==> src/rtl/bilinear_window_interp_if.sv <==
// Bundles the window-beat input stream and the interpolated output stream.
// The window FIFO/controller side uses master; the interpolator uses slave.
// No backpressure: every qualified beat produces exactly one output pulse.
interface bilinear_window_interp_if #(
  parameter int DATA_WIDTH = 8,
  parameter int FRAC       = 4,
  parameter int WIN_COLS   = 7,
  parameter int WIN_ROWS   = 7,
  parameter int OUT_WIDTH  = DATA_WIDTH + FRAC
);
  localparam int CW = $clog2(WIN_COLS);
  localparam int RW = $clog2(WIN_ROWS);

  logic                    load_frac;
  logic [FRAC-1:0]         frac_r;
  logic [FRAC-1:0]         frac_c;
  logic                    flush;
  logic                    in_valid;
  logic [2*DATA_WIDTH-1:0] d0;
  logic [2*DATA_WIDTH-1:0] d1;
  logic [2*DATA_WIDTH-1:0] d2;
  logic [2*DATA_WIDTH-1:0] d3;
  logic                    out_valid;
  logic [OUT_WIDTH-1:0]    out0;
  logic [OUT_WIDTH-1:0]    out1;
  logic [OUT_WIDTH-1:0]    out2;
  logic [CW-1:0]           out_col;
  logic [RW-1:0]           out_row;
  logic                    out_last;
  logic                    busy;
  logic                    err;

  modport master (
    output load_frac, frac_r, frac_c, flush, in_valid, d0, d1, d2, d3,
    input  out_valid, out0, out1, out2, out_col, out_row, out_last, busy, err
  );

  modport slave (
    input  load_frac, frac_r, frac_c, flush, in_valid, d0, d1, d2, d3,
    output out_valid, out0, out1, out2, out_col, out_row, out_last, busy, err
  );
endinterface

==> src/rtl/bilinear_window_interp.sv <==
// Bilinear interpolator over 4-row x 2-column beats: three row-pair outputs per beat.
// Latency: beat accepted at edge N is presented after edge N+3, one beat per cycle.
// Backpressure: none; beats without a loaded fraction are dropped and flagged in err.
module bilinear_window_interp #(
  parameter int DATA_WIDTH = 8,
  parameter int FRAC       = 4,
  parameter int WIN_COLS   = 7,
  parameter int WIN_ROWS   = 7,
  parameter int OUT_WIDTH  = DATA_WIDTH + FRAC
) (
  input logic                     clk,
  input logic                     rst,
  bilinear_window_interp_if.slave bus
);
  localparam int CW  = $clog2(WIN_COLS);
  localparam int RW  = $clog2(WIN_ROWS);
  localparam int PW  = 2 * DATA_WIDTH;
  localparam int HW  = DATA_WIDTH + FRAC;
  localparam int VW  = DATA_WIDTH + 2 * FRAC;
  localparam int ONE = 1 << FRAC;

  // Horizontal blend of one pixel pair; the true result never exceeds
  // max_pixel * 2^FRAC, so HW-bit arithmetic is exact.
  function automatic logic [HW-1:0] f_hmix(input logic [PW-1:0] px, input logic [FRAC-1:0] b);
    logic [HW-1:0] wr;
    logic [HW-1:0] wl;
    wr = HW'(b);
    wl = HW'(ONE) - wr;
    return HW'(px[PW-1:DATA_WIDTH]) * wl + HW'(px[DATA_WIDTH-1:0]) * wr;
  endfunction

  // Vertical blend of two horizontal results, full precision in VW bits.
  function automatic logic [VW-1:0] f_vmix(input logic [HW-1:0] h0, input logic [HW-1:0] h1,
                                            input logic [FRAC-1:0] a);
    logic [VW-1:0] wb;
    logic [VW-1:0] wt;
    wb = VW'(a);
    wt = VW'(ONE) - wb;
    return VW'(h0) * wt + VW'(h1) * wb;
  endfunction

  // Round half up and drop the vertical fraction bits.
  function automatic logic [OUT_WIDTH-1:0] f_round(input logic [VW-1:0] v);
    logic [VW:0] s;
    s = {1'b0, v} + (VW + 1)'(ONE / 2);
    return OUT_WIDTH'(s >> FRAC);
  endfunction

  // Window control state
  logic [CW-1:0]   r_col;
  logic [RW-1:0]   r_row;
  logic            r_frac_loaded;
  logic [FRAC-1:0] r_frac_a;
  logic [FRAC-1:0] r_frac_b;
  logic            r_err;

  // Pipeline state: s0 = captured beat, s1 = horizontal, s2 = vertical, out = rounded
  logic            r_s0_vld, r_s1_vld, r_s2_vld, r_out_vld;
  logic [PW-1:0]   r_s0_px [4];
  logic [FRAC-1:0] r_s0_a, r_s0_b, r_s1_a;
  logic [HW-1:0]   r_s1_h [4];
  logic [VW-1:0]   r_s2_v [3];
  logic [OUT_WIDTH-1:0] r_out [3];
  logic [CW-1:0]   r_s0_col, r_s1_col, r_s2_col, r_out_col;
  logic [RW-1:0]   r_s0_row, r_s1_row, r_s2_row, r_out_row;
  logic            r_s0_last, r_s1_last, r_s2_last, r_out_last;

  logic            w_pipe_busy, w_at_start, w_load_ok, w_load_bad;
  logic            w_frac_ok, w_accept, w_drop, w_col_end, w_row_end;
  logic [FRAC-1:0] w_cur_a, w_cur_b;
  logic [PW-1:0]   w_px [4];

  // Beat qualification, fraction load decision and window position decode
  always_comb begin
    w_pipe_busy = r_s0_vld | r_s1_vld | r_s2_vld | r_out_vld;
    w_at_start  = (r_row == '0) && (r_col == '0) && !w_pipe_busy;
    w_load_ok   = bus.load_frac && !bus.flush && w_at_start;
    w_load_bad  = bus.load_frac && !bus.flush && !w_at_start;
    w_frac_ok   = r_frac_loaded || w_load_ok;
    w_accept    = bus.in_valid && !bus.flush && w_frac_ok;
    w_drop      = bus.in_valid && !bus.flush && !w_frac_ok;
    // A load coinciding with the first beat applies to that beat
    w_cur_a     = w_load_ok ? bus.frac_r : r_frac_a;
    w_cur_b     = w_load_ok ? bus.frac_c : r_frac_b;
    w_col_end   = (r_col == CW'(WIN_COLS - 1));
    w_row_end   = (r_row == RW'(WIN_ROWS - 1));
    w_px[0]     = bus.d0;
    w_px[1]     = bus.d1;
    w_px[2]     = bus.d2;
    w_px[3]     = bus.d3;
  end

  // Window counters, fraction register and sticky error flag
  always_ff @(posedge clk or negedge rst) begin
    if (!rst) begin
      r_col         <= '0;
      r_row         <= '0;
      r_frac_loaded <= 1'b0;
      r_frac_a      <= '0;
      r_frac_b      <= '0;
      r_err         <= 1'b0;
    end else begin
      if (w_load_bad || w_drop) r_err <= 1'b1;
      if (bus.flush) begin
        r_col         <= '0;
        r_row         <= '0;
        r_frac_loaded <= 1'b0;
      end else begin
        if (w_load_ok) begin
          r_frac_a      <= bus.frac_r;
          r_frac_b      <= bus.frac_c;
          r_frac_loaded <= 1'b1;
        end
        if (w_accept) begin
          if (w_col_end) begin
            r_col <= '0;
            if (w_row_end) begin
              r_row         <= '0;
              r_frac_loaded <= 1'b0;
            end else begin
              r_row <= r_row + 1'b1;
            end
          end else begin
            r_col <= r_col + 1'b1;
          end
        end
      end
    end
  end

  // Pipeline valid bits; flush drops everything in flight
  always_ff @(posedge clk or negedge rst) begin
    if (!rst) begin
      r_s0_vld  <= 1'b0;
      r_s1_vld  <= 1'b0;
      r_s2_vld  <= 1'b0;
      r_out_vld <= 1'b0;
    end else begin
      r_s0_vld  <= w_accept;
      r_s1_vld  <= r_s0_vld && !bus.flush;
      r_s2_vld  <= r_s1_vld && !bus.flush;
      r_out_vld <= r_s2_vld && !bus.flush;
    end
  end

  // Datapath and position tags; each stage only loads when its input is valid
  always_ff @(posedge clk or negedge rst) begin
    if (!rst) begin
      for (int k = 0; k < 4; k++) begin
        r_s0_px[k] <= '0;
        r_s1_h[k]  <= '0;
      end
      for (int j = 0; j < 3; j++) begin
        r_s2_v[j] <= '0;
        r_out[j]  <= '0;
      end
      r_s0_a <= '0; r_s0_b <= '0; r_s1_a <= '0;
      r_s0_col <= '0; r_s1_col <= '0; r_s2_col <= '0; r_out_col <= '0;
      r_s0_row <= '0; r_s1_row <= '0; r_s2_row <= '0; r_out_row <= '0;
      r_s0_last <= 1'b0; r_s1_last <= 1'b0; r_s2_last <= 1'b0; r_out_last <= 1'b0;
    end else begin
      if (w_accept) begin
        for (int k = 0; k < 4; k++) r_s0_px[k] <= w_px[k];
        r_s0_a    <= w_cur_a;
        r_s0_b    <= w_cur_b;
        r_s0_col  <= r_col;
        r_s0_row  <= r_row;
        r_s0_last <= w_col_end && w_row_end;
      end
      if (r_s0_vld) begin
        for (int k = 0; k < 4; k++) r_s1_h[k] <= f_hmix(r_s0_px[k], r_s0_b);
        r_s1_a    <= r_s0_a;
        r_s1_col  <= r_s0_col;
        r_s1_row  <= r_s0_row;
        r_s1_last <= r_s0_last;
      end
      if (r_s1_vld) begin
        for (int j = 0; j < 3; j++) r_s2_v[j] <= f_vmix(r_s1_h[j], r_s1_h[j+1], r_s1_a);
        r_s2_col  <= r_s1_col;
        r_s2_row  <= r_s1_row;
        r_s2_last <= r_s1_last;
      end
      if (r_s2_vld) begin
        for (int j = 0; j < 3; j++) r_out[j] <= f_round(r_s2_v[j]);
        r_out_col  <= r_s2_col;
        r_out_row  <= r_s2_row;
        r_out_last <= r_s2_last;
      end
    end
  end

  assign bus.out_valid = r_out_vld;
  assign bus.out0      = r_out[0];
  assign bus.out1      = r_out[1];
  assign bus.out2      = r_out[2];
  assign bus.out_col   = r_out_col;
  assign bus.out_row   = r_out_row;
  assign bus.out_last  = r_out_last;
  assign bus.busy      = (r_row != '0) || (r_col != '0) || w_pipe_busy;
  assign bus.err       = r_err;
endmodule
==> src/flat_wrapper.sv <==
// flat-port wrapper written by rule: the top's interface ports become plain ports
module bilinear_window_interp_flat 
#(
  parameter int DATA_WIDTH = 8,
  parameter int FRAC       = 4,
  parameter int WIN_COLS   = 7,
  parameter int WIN_ROWS   = 7,
  parameter int OUT_WIDTH  = DATA_WIDTH + FRAC
)
  (clk, rst, bus_load_frac, bus_frac_r, bus_frac_c, bus_flush, bus_in_valid, bus_d0, bus_d1, bus_d2, bus_d3, bus_out_valid, bus_out0, bus_out1, bus_out2, bus_out_col, bus_out_row, bus_out_last, bus_busy, bus_err);
  bilinear_window_interp_if #(.DATA_WIDTH(DATA_WIDTH), .FRAC(FRAC), .WIN_COLS(WIN_COLS), .WIN_ROWS(WIN_ROWS), .OUT_WIDTH(OUT_WIDTH)) bus_i ();
  input logic clk;
  input logic rst;
  input wire logic [$bits(bus_i.load_frac)-1:0] bus_load_frac;
  input wire logic [$bits(bus_i.frac_r)-1:0] bus_frac_r;
  input wire logic [$bits(bus_i.frac_c)-1:0] bus_frac_c;
  input wire logic [$bits(bus_i.flush)-1:0] bus_flush;
  input wire logic [$bits(bus_i.in_valid)-1:0] bus_in_valid;
  input wire logic [$bits(bus_i.d0)-1:0] bus_d0;
  input wire logic [$bits(bus_i.d1)-1:0] bus_d1;
  input wire logic [$bits(bus_i.d2)-1:0] bus_d2;
  input wire logic [$bits(bus_i.d3)-1:0] bus_d3;
  output wire logic [$bits(bus_i.out_valid)-1:0] bus_out_valid;
  output wire logic [$bits(bus_i.out0)-1:0] bus_out0;
  output wire logic [$bits(bus_i.out1)-1:0] bus_out1;
  output wire logic [$bits(bus_i.out2)-1:0] bus_out2;
  output wire logic [$bits(bus_i.out_col)-1:0] bus_out_col;
  output wire logic [$bits(bus_i.out_row)-1:0] bus_out_row;
  output wire logic [$bits(bus_i.out_last)-1:0] bus_out_last;
  output wire logic [$bits(bus_i.busy)-1:0] bus_busy;
  output wire logic [$bits(bus_i.err)-1:0] bus_err;
  assign bus_i.load_frac = bus_load_frac;
  assign bus_i.frac_r = bus_frac_r;
  assign bus_i.frac_c = bus_frac_c;
  assign bus_i.flush = bus_flush;
  assign bus_i.in_valid = bus_in_valid;
  assign bus_i.d0 = bus_d0;
  assign bus_i.d1 = bus_d1;
  assign bus_i.d2 = bus_d2;
  assign bus_i.d3 = bus_d3;
  assign bus_out_valid = bus_i.out_valid;
  assign bus_out0 = bus_i.out0;
  assign bus_out1 = bus_i.out1;
  assign bus_out2 = bus_i.out2;
  assign bus_out_col = bus_i.out_col;
  assign bus_out_row = bus_i.out_row;
  assign bus_out_last = bus_i.out_last;
  assign bus_busy = bus_i.busy;
  assign bus_err = bus_i.err;
  bilinear_window_interp #(.DATA_WIDTH(DATA_WIDTH), .FRAC(FRAC), .WIN_COLS(WIN_COLS), .WIN_ROWS(WIN_ROWS), .OUT_WIDTH(OUT_WIDTH)) u_core (.clk(clk), .rst(rst), .bus(bus_i));
endmodule
==> config.mk <==
export PLATFORM = sky130hd
export DESIGN_NAME = bilinear_window_interp_flat
export DESIGN_NICKNAME = d
export VERILOG_FILES = /design/src/rtl/bilinear_window_interp_if.sv /design/src/rtl/bilinear_window_interp.sv /design/src/flat_wrapper.sv
export SDC_FILE = /design/constraint.sdc
export NUM_CORES = 2
export LEC_CHECK = 0
export ABC_CLOCK_PERIOD_IN_PS = 15950
export BUFFER_PORTS_ARGS = -buffer_cell sky130_fd_sc_hd__buf_2
export CORE_MARGIN = 8
export CORE_UTILIZATION = 35
export DETAILED_ROUTE_END_ITERATION = 10
export GPL_TIMING_DRIVEN = 0
export PLACE_DENSITY = 0.52
export SYNTH_ARGS = -nofsm -noshare
export SYNTH_HDL_FRONTEND = slang
export SYNTH_SLANG_ARGS = --single-unit
==> constraint.sdc <==
create_clock -name clk -period 15.95 [get_ports clk]
set_input_delay 0.7975 -clock clk [delete_from_list [all_inputs] [get_ports clk]]
set_output_delay 0.7975 -clock clk [all_outputs]
set_load 0.02 [all_outputs]
==> results.cfg <==
[grt]
grt_antenna_before_repair = 0
grt_pass1_wl_um = 132000
grt_usage_pct = 17.7
grt.overflow.total = 0
grt_pass1_vias = 22600
grt_max_degree = 110

[yosys]
synth_xor_area_share_pct = 3.10
synth_area_um2 = 30300
synth_top_family_by_area = adder cells
synthesis.nets = 4008
async_reset_ff_share_pct = 100
avgSynthCellArea_um2 = 9.50
ys_ff_latch = 247
ys_warn_count = 0
synthAdderAreaFrac_pct = 41.0
synthSimpleGateAreaFrac_pct = 17.7
synth_ff_type = dfrtp_1
synth-edff-count = 0
synth.area.mux_share_pct = 3.31
syn_inst = 3186
yosys.cell_types.count = 73
yosysSeqAreaShare_pct = 20.4
synth_compound_area_share_pct = 6.29

[cts]
cts_max_level = 1
hold_buffers = 0
post-cts-setup-buffer-count = 0
clkSinkCount = 247
cts_buffers = 31
cts.reportedPaths.clkPinSlew_ns = 0.08
root_buffer = clkbuf_16
cts_tree = yes
cts_resized = 0
insertion_delay_ns = 0.62
cts.path.max_buffers = 3

[finish]
finalNonFillerCells = 4523
area_growth_pct = 10.5
design_area_um2 = 33500
antenna_cells = 0
nFillCells = 8903
multi_input_area_um2 = 21600
drive_above_1_share_pct = 8.55
fin_nets = 4165
ff_latch_area_um2 = 6180

[sta]
tightest_slew_ns = 1.23
period_needed_ns = 8.52
finalSetupViolCount = 0
fmax_ghz = 0.117
hold_violations = 0
clock-skew-final_ns = 0.0198
tns_ns = 0
slew_headroom_pct = 17.2
rsz0062_at_grt = no
finalMaxSlewViolations = 0
period_share_pct = 53.4

[worst_hold_path]
hold_class = in2async

[setup_path]
startpoint_type = register
worstPathRequired_ns = 16.45
cp-end-kind = register
worstSetupPathType = reg2reg
worstPathMaxFanout = 10
cp.arrival_ns = 9.02

[route]
drc = 0
drtAntennaViolNets = 0
wl_per_cell_um = 18.4
vias = 21500
drt_iter0_drc = 1107
drt_pre_antenna_iters = 5
viasPerCell = 4.76
routed_wl_um = 83300

[floorplanning]
fp-row-count = 108
fp.dieH_um = 310
coreArea_um2 = 86200
start_util_pct = 35.1
ios = 123
die_area_um2 = 96200
die_x_um = 310

[placed_design]
placed_cells = 4465
gp_congestion = 0.870
port_buffers = 122
placed_area_um2 = 32400
dp_hpwl_um = 67400

[run]
drv_cap = 0

[run_status]
status = completed
[flip-flops by register name (all words and copies together) (netlist names), 4 cells and up]
register	count
u_core.bus.out0	12
u_core.bus.out1	12
u_core.bus.out2	12
u_core.r_frac_a	4
u_core.r_frac_b	4
u_core.r_s0_a	4
u_core.r_s0_b	4
u_core.r_s0_px	64
u_core.r_s1_a	4
u_core.r_s1_h	48
u_core.r_s2_v	39
[per-stage QoR]
stage                     utilization (%)  setup slack, ns  hold slack (ns)
after floorplan                         -             9.75            0.440
after global placement               37.5             7.46            0.461
after detailed placement             37.6             7.46            0.464
after CTS                            38.8             7.42            0.113
after global routing                 38.8             7.20            0.150
final                                38.8             7.43            0.126
[layer usage]
layer | GRT usage (%) | part of all wire, % | up-vias
met1 | 24.9 | 47 | 10600
met5 | 0 | 0 | -
met2 | 29.4 | 46 | 417
met4 | 3.94 | 2.4 | 0
li1 | - | - | 10400
met3 | 1.75 | 4.1 | 88
[final timing paths]
| kind | end | cells past startpoint | slack (ns) | from |
|---|---|---|---|---|
| min reg2reg | u_core.bus.err | 1 | 0.48 | u_core.bus.err |
| max in group asynchronous | u_core.r_s0_px[19] | 3 | 14.40 | rst |
| min in group clk | u_core.r_s0_px[43] | 3 | 0.37 | bus_d1[11] |
| min | u_core.bus.out0[5] | 1 | 0.13 | rst |
| max reg2reg | u_core.r_s2_v[41] | 20 | 7.43 | u_core.r_s1_a[0] |
| max | u_core.r_s2_v[41] | 20 | 7.43 | u_core.r_s1_a[0] |
[synthesized netlist by cell type (all sizes together) (33+ instances only)]
| master | number | share of area [%] |
|---|---|---|
| a21oi | 86 | 1.4 |
| o21ai | 33 | 0.55 |
| and2 | 352 | 7.3 |
| fa | 410 | 27 |
| nand2 | 477 | 5.9 |
| mux2 | 81 | 3.2 |
| xnor2 | 61 | 1.8 |
| nor2 | 103 | 1.3 |
| clkbuf | 99 | 1.2 |
| inv | 528 | 6.5 |
| ha | 335 | 14 |
| nand3 | 39 | 0.66 |
| dfrtp | 247 | 20 |
[final cells by class]
cell class / instances / share of cell area [%]
multi-input combinational: 2287 / 64.6
tap: 1155 / 4.32
buffer: 122 / 1.48
sequential: 247 / 18.5
timing repair buffer: 124 / 2.02
inverter: 530 / 5.95
clock buffer: 44 / 2.67
clock inverter: 14 / 0.490
[kinds of logic after synthesis]
group,Yosys count
adders and majority gates,745
AOI/OAI and AO/OA,283
xor gates and xnor gates,90
and+or+nand+nor,1085
buffers and inverters,652
muxes,84
DFF,247
[critical path, stage by stage, from the launching register on]
cell,delay (ns)
dfrtp_1,0.53
clkbuf_1,0.50
inv_1,0.14
clkbuf_1,0.34
ha_1,0.33
xnor2_1,0.96
clkbuf_1,0.70
nand2_1,0.17
fa_1,0.57
inv_1,0.05
fa_1,0.39
ha_1,0.34
fa_1,0.57
fa_1,0.44
fa_1,0.44
ha_1,0.38
a21oi_1,0.18
a21boi_0,0.10
a211oi_1,0.79
xnor2_1,0.16
mux2_2,0.29
[placed cells by master, fill, tap and decap left out, drive strengths merged, types with 24 or more instances in the layout]
master and instances:
a21o 24, a21oi 86, and2 352, buf 147
clkbuf 143, dfrtp 247, fa 410, ha 335
inv 533, mux2 81, nand2 477, nand3 39
nor2 103, o21ai 33, xnor2 61
Power is left out: the tool's default activity adds up to more than one toggle a clock period on the data nets, which glitch-free logic cannot reach.
